File: src/rtl/iir_pkg.sv
// Shared types and constants for the multi-channel biquad: FSM encoding,
// coefficient slot indices, accumulator sizing and saturation limits.
package iir_pkg;

    typedef enum logic [1:0] {
        ST_IDLE = 2'd0,
        ST_MAC  = 2'd1,
        ST_WB   = 2'd2
    } state_t;

    localparam int NCOEF = 5;

    localparam logic [2:0] COEF_B0 = 3'd0;
    localparam logic [2:0] COEF_B1 = 3'd1;
    localparam logic [2:0] COEF_B2 = 3'd2;
    localparam logic [2:0] COEF_A1 = 3'd3;
    localparam logic [2:0] COEF_A2 = 3'd4;

    // Five products of |x| <= 2^(DW-1), |c| <= 2^(CW-1) fit with 3 guard bits.
    function automatic int acc_w(input int dw, input int cw);
        return dw + cw + 3;
    endfunction

    function automatic longint sat_max(input int dw);
        return (64'sd1 <<< (dw - 1)) - 64'sd1;
    endfunction

    function automatic longint sat_min(input int dw);
        return -(64'sd1 <<< (dw - 1));
    endfunction

endpackage

File: src/rtl/iir_mac_sat.sv
// Shared signed multiply-accumulate with clear/enable/subtract, followed by
// combinational round-half-up and saturation back to the sample width.
module iir_mac_sat
    import iir_pkg::*;
#(
    parameter int DW = 16,
    parameter int CW = 16,
    parameter int AW = acc_w(DW, CW)
) (
    input  logic                 clk,
    input  logic                 clr,
    input  logic                 en,
    input  logic                 sub,
    input  logic signed [DW-1:0] a,
    input  logic signed [CW-1:0] b,
    output logic signed [DW-1:0] y_sat,
    output logic                 clip
);

    localparam int PW   = DW + CW;
    localparam int FRAC = CW - 2;
    localparam logic signed [AW-1:0] Y_MAX = AW'(sat_max(DW));
    localparam logic signed [AW-1:0] Y_MIN = AW'(sat_min(DW));
    localparam logic signed [AW-1:0] HALF  = {{(AW-1){1'b0}}, 1'b1} << (FRAC - 1);

    logic signed [PW-1:0] a_ext, b_ext, prod;
    logic signed [AW-1:0] prod_ext, acc;

    function automatic logic signed [AW-1:0] round_acc(input logic signed [AW-1:0] v);
        return (v + HALF) >>> FRAC;
    endfunction

    // Returns {clip, value}.
    function automatic logic [DW:0] sat_acc(input logic signed [AW-1:0] v);
        logic [DW:0] r;
        if (v > Y_MAX)
            r = {1'b1, Y_MAX[DW-1:0]};
        else if (v < Y_MIN)
            r = {1'b1, Y_MIN[DW-1:0]};
        else
            r = {1'b0, v[DW-1:0]};
        return r;
    endfunction

    assign a_ext    = {{CW{a[DW-1]}}, a};
    assign b_ext    = {{DW{b[CW-1]}}, b};
    assign prod     = a_ext * b_ext;
    assign prod_ext = {{(AW-PW){prod[PW-1]}}, prod};

    // Accumulator stage: cleared on accept, one product per enabled cycle.
    always_ff @(posedge clk) begin
        if (clr)
            acc <= '0;
        else if (en)
            acc <= sub ? acc - prod_ext : acc + prod_ext;
    end

    assign {clip, y_sat} = sat_acc(round_acc(acc));

endmodule

File: src/rtl/iir_biquad_mc.sv
// Time-multiplexed multi-channel Direct Form I biquad: one MAC serves NCH
// channels, 7 cycles per sample, run-time programmable coefficients.
module iir_biquad_mc
    import iir_pkg::*;
#(
    parameter int DW  = 16,
    parameter int CW  = 16,
    parameter int NCH = 4,
    parameter int CHW = 2
) (
    input  logic                 clk,
    input  logic                 rst,
    input  logic signed [DW-1:0] x,
    input  logic [CHW-1:0]       x_ch,
    input  logic                 x_valid,
    output logic                 x_ready,
    input  logic                 coef_we,
    input  logic [2:0]           coef_addr,
    input  logic signed [CW-1:0] coef_data,
    input  logic                 hist_clr,
    input  logic                 flag_clr,
    output logic signed [DW-1:0] y,
    output logic [CHW-1:0]       y_ch,
    output logic                 y_valid,
    output logic                 sat_flag,
    output logic                 ch_err
);

    localparam logic signed [CW-1:0] ONE = {2'b01, {(CW-2){1'b0}}};

    state_t state, state_nx;
    logic [2:0] k;

    logic signed [CW-1:0] coef [NCOEF];
    logic signed [CW-1:0] snap [NCOEF];
    logic signed [DW-1:0] hx1 [NCH];
    logic signed [DW-1:0] hx2 [NCH];
    logic signed [DW-1:0] hy1 [NCH];
    logic signed [DW-1:0] hy2 [NCH];

    logic signed [DW-1:0] xs, sx1, sx2, sy1, sy2;
    logic [CHW-1:0]       chs;

    logic                 accept, ch_ok, mac_en, mac_sub, in_wb, clip;
    logic signed [DW-1:0] mac_a, y_sat;
    logic signed [CW-1:0] mac_b;

    assign x_ready = rst & (state == ST_IDLE) & ~hist_clr;
    assign accept  = x_valid & x_ready;
    assign ch_ok   = int'(x_ch) < NCH;

    always_ff @(posedge clk or negedge rst) begin
        if (!rst) begin
            state <= ST_IDLE;
            k     <= '0;
        end else begin
            state <= state_nx;
            k     <= (state == ST_MAC) ? k + 3'd1 : 3'd0;
        end
    end

    always_comb begin
        state_nx = state;
        mac_en   = 1'b0;
        in_wb    = 1'b0;
        case (state)
            ST_IDLE: if (accept && ch_ok) state_nx = ST_MAC;
            ST_MAC: begin
                mac_en = 1'b1;
                if (k == 3'd4) state_nx = ST_WB;
            end
            ST_WB: begin
                in_wb    = 1'b1;
                state_nx = ST_IDLE;
            end
            default: state_nx = ST_IDLE;
        endcase
    end

    // Feedback terms use -a1, -a2, hence subtract for the last two slots.
    always_comb begin
        mac_a   = xs;
        mac_b   = snap[COEF_B0];
        mac_sub = 1'b0;
        case (k)
            3'd1: begin mac_a = sx1; mac_b = snap[COEF_B1]; end
            3'd2: begin mac_a = sx2; mac_b = snap[COEF_B2]; end
            3'd3: begin mac_a = sy1; mac_b = snap[COEF_A1]; mac_sub = 1'b1; end
            3'd4: begin mac_a = sy2; mac_b = snap[COEF_A2]; mac_sub = 1'b1; end
            default: ;
        endcase
    end

    always_ff @(posedge clk or negedge rst) begin
        if (!rst) begin
            for (int i = 0; i < NCOEF; i++) coef[i] <= (i == 0) ? ONE : '0;
        end else if (coef_we && coef_addr < 3'd5) begin
            coef[coef_addr] <= coef_data;
        end
    end

    // Accept stage: in-flight sample works on a private copy of coefs/history.
    always_ff @(posedge clk) begin
        if (accept && ch_ok) begin
            xs   <= x;
            chs  <= x_ch;
            snap <= coef;
            sx1  <= hx1[x_ch];
            sx2  <= hx2[x_ch];
            sy1  <= hy1[x_ch];
            sy2  <= hy2[x_ch];
        end
    end

    iir_mac_sat #(.DW(DW), .CW(CW)) u_mac (
        .clk   (clk),
        .clr   (accept),
        .en    (mac_en),
        .sub   (mac_sub),
        .a     (mac_a),
        .b     (mac_b),
        .y_sat (y_sat),
        .clip  (clip)
    );

    // Write-back stage: history and outputs.
    always_ff @(posedge clk or negedge rst) begin
        if (!rst) begin
            for (int i = 0; i < NCH; i++) begin
                hx1[i] <= '0; hx2[i] <= '0; hy1[i] <= '0; hy2[i] <= '0;
            end
        end else if (state == ST_IDLE && hist_clr) begin
            for (int i = 0; i < NCH; i++) begin
                hx1[i] <= '0; hx2[i] <= '0; hy1[i] <= '0; hy2[i] <= '0;
            end
        end else if (in_wb) begin
            hx2[chs] <= sx1;
            hx1[chs] <= xs;
            hy2[chs] <= sy1;
            hy1[chs] <= y_sat;
        end
    end

    always_ff @(posedge clk or negedge rst) begin
        if (!rst) begin
            y        <= '0;
            y_ch     <= '0;
            y_valid  <= 1'b0;
            sat_flag <= 1'b0;
            ch_err   <= 1'b0;
        end else begin
            y_valid  <= in_wb;
            if (in_wb) begin
                y    <= y_sat;
                y_ch <= chs;
            end
            sat_flag <= (in_wb & clip) | (sat_flag & ~flag_clr);
            ch_err   <= (accept & ~ch_ok) | (ch_err & ~flag_clr);
        end
    end

endmodule

File: config.mk
export PLATFORM = sky130hd
export DESIGN_NAME = iir_biquad_mc
export DESIGN_NICKNAME = d
export VERILOG_FILES = /design/src/rtl/iir_pkg.sv /design/src/rtl/iir_mac_sat.sv /design/src/rtl/iir_biquad_mc.sv
export SDC_FILE = /design/constraint.sdc
export NUM_CORES = 2
export LEC_CHECK = 0
export CAP_MARGIN = 20
export CORE_MARGIN = 3
export CORE_UTILIZATION = 63
export DETAILED_ROUTE_END_ITERATION = 16
export PLACE_DENSITY = 0.8
export SLEW_MARGIN = 5
export SYNTH_ARGS = -nofsm -noshare
export SYNTH_HDL_FRONTEND = slang
export SYNTH_SLANG_ARGS = --single-unit
File: constraint.sdc
create_clock -name clk -period 18.2 [get_ports clk]
set_clock_uncertainty 0.2 [all_clocks]
set_input_delay 3.64 -clock clk [delete_from_list [all_inputs] [get_ports clk]]
set_output_delay 3.64 -clock clk [all_outputs]
set_load 0.02 [all_outputs]
==> qor.yml <==
outcome: "completed"
cts_tree: "built"
die_h_um: 244
grt_pass1_wl_mm: 149
cts-root-buf: "clkbuf_16"
syn_nets: 3918
cpPeakStageDelay_ns: 0.64
crit_family: "adder cells"
setup_viol: 0
cp_max_fo: 57
dpl.hpwl_mm: 62.0
area_delta_synth_final_pct: 8.99
fmax_ghz: 0.0880
ys.flop_type: "dfrtp_1"
synth_edf_count: 162
drive_gt1_share_pct: 10.5
port_buffers: 64
die_area_um2: 59500
startpoint: "k[0]"
clkSinkCount: 559
cp.arrival_ns: 11.71
yosysUniqueCellTypes: 98
drv_cap: 0
crit_buf_inv: 7
criticalPathCategory: "flip-flop to flip-flop"
drc: 0
final.min_clock_period_ns: 11.37
drt.antenna.violating_nets: 0
drt_iter0_markers: 2294
rows: 86
numCtsBuffers: 59
cp-end-kind: "flip-flop"
layout.nets: 3904
antenna_found_initial: 0
grt_pass1_vias: 28400
overflow: 0
cts_setup_buffers: 0
hold_violations: 0
num_antenna_cells: 0
cts_resized: 0
dieWidth_um: 244
min_path_type: "flip-flop to flip-flop"
min_period_over_period_pct: 62.4
grt_max_degree: 229
synthCells: 3489
synth-warning-count: 0
clock_latency_ns: 0.63
vias_per_cell: 6.25
worst_pin_slew_ns: 1.22
r2r-start: "k[0]"
reg2reg_slack_ns: 6.83
async_reset_ff_share_pct: 64.8
rsz0062_at_grt: "false"
routed_wirelength_mm: 91.5
initial_utilization_pct: 64.2
fin_util_pct: 70.0
tns_ns: 0
routedWlPerCell_um: 21.4
required_ns: 18.55
cpMaxStageDelayCell: "buf_4"
maxSlewHeadroom_pct: 18.7
pin_count: 65
vias: 26700
hp-start: "coef[74]"
gp_congestion: 0.931
final_max_slew_viol_count: 0
dr.pass1.iters: 8
htree_levels: 2
coreArea_um2: 55500
ctsHoldBuffers: 0
clockBufferDepth: 3
synth_area_um2: 35700
synth_seq_area_share_pct: 41.0
track_usage_pct: 31.6
ys_ff_latch: 559
critPathLaunchType: "flip-flop"
syn_area_per_cell_um2: 10.2
clk_pin_slew_ns: 0.07
-- synthesized netlist by cell type (all sizes together) (49+ instances only) --
cell / instances / share of area, %
a21oi: 83 / 1.2
nand3: 292 / 4.1
dfrtp: 361 / 25
clkbuf: 154 / 1.7
fa: 263 / 15
mux2: 80 / 2.5
nor2: 238 / 2.5
nand2: 611 / 6.4
a22oi: 65 / 1.4
ha: 123 / 4.3
inv: 328 / 3.5
o21ai: 124 / 1.8
mux4: 64 / 4.0
xnor2: 49 / 1.2
edfxtp: 162 / 14
-- cell families after synthesis --
kind of cell               synth area share, %
muxes                                     6.76
and+or+nand+nor                           16.0
adders and majority gates                 19.1
xor gates and xnor gates                  2.35
AOI/OAI and AO/OA                         9.22
DFF                                       41.0
buffers and inverters                     5.61
-- final timing paths --
check,endpoint,depth (start not counted)
max in group asynchronous,coef[28],3
max,u_mac.acc[34],40
max reg2reg,u_mac.acc[34],40
min in group asynchronous,hx1[11],1
min,snap[74],0
min reg2reg,snap[74],0
-- worst register-to-register path: cells and delay by family (launching register included) --
| family | cells | cell delay (ns) |
|---|---|---|
| fa+ha+maj | 10 | 3.83 |
| compound gates | 8 | 2.76 |
| simple gates | 11 | 1.95 |
| buf+inv | 7 | 1.38 |
| xor+xnor | 2 | 0.41 |
| flops | 1 | 0.40 |
| mux | 2 | 0.36 |
-- state kept, by name, indices dropped and copies added (netlist names) --
name       flops
hy1           64
y_ch           2
k              3
coef          80
hx2           64
hy2           64
y_valid        1
sx2           16
ch_err         1
y             16
snap          80
sx1           16
hx1           64
sy2           16
u_mac.acc     35
state          2
sy1           16
sat_flag       1
xs            16
chs            2
-- cell usage in the layout, fill, tap and decap left out, types with 12 or more instances in the layout --
cell / instances
o21ai_0: 114
xor2_1: 46
clkbuf_1: 20
and2_1: 15
clkbuf_16: 60
nand4_1: 12
dfrtp_1: 361
edfxtp_1: 162
o21a_1: 25
a21oi_1: 81
nor3_1: 26
a31oi_1: 35
a22oi_1: 65
clkdlybuf4s50_1: 61
nand3_1: 291
a31o_2: 23
or2_2: 12
a211oi_1: 23
buf_4: 46
dfxtp_1: 35
xnor2_1: 48
mux4_2: 64
a21o_1: 32
fa_1: 263
nand2b_1: 18
nand2_1: 608
mux2_2: 80
inv_1: 327
nor2_1: 237
ha_1: 123
-- area by class of cell --
| cell class | instances | area [um2] |
|---|---|---|
| Clock inverter | 23 | 269 |
| Tap cell | 748 | 936 |
| Fill cell | 4019 | 16600 |
| Inverter | 328 | 1230 |
| Clock buffer | 87 | 1670 |
| Sequential cell | 559 | 14600 |
| Multi-Input combinational cell | 2416 | 19100 |
| Timing Repair Buffer | 111 | 1000 |
-- layer usage --
metal | global-route usage (%) | share of wire (%) | vias to the layer above
li1 | - | - | 11700
met1 | 41.6 | 38 | 13500
met2 | 52.3 | 49 | 1247
met3 | 4.67 | 8.3 | 250
met4 | 14.6 | 4.4 | 0
met5 | 0 | 0 | -
-- metrics by stage --
stage	area, um2	hold WS (ns)	worst slack (ns)	std cells
floorplan	35700	0.219	8.03	3489
global placement	36900	0.225	6.99	4159
detailed placement	36900	0.228	6.76	4161
CTS	38900	0.242	6.74	4271
global route	38900	0.254	6.05	4272
finish	38900	0.237	6.83	4272
Power is not shown: default switching activity piles up to over one toggle a cycle in this logic, so the estimate is an artifact.
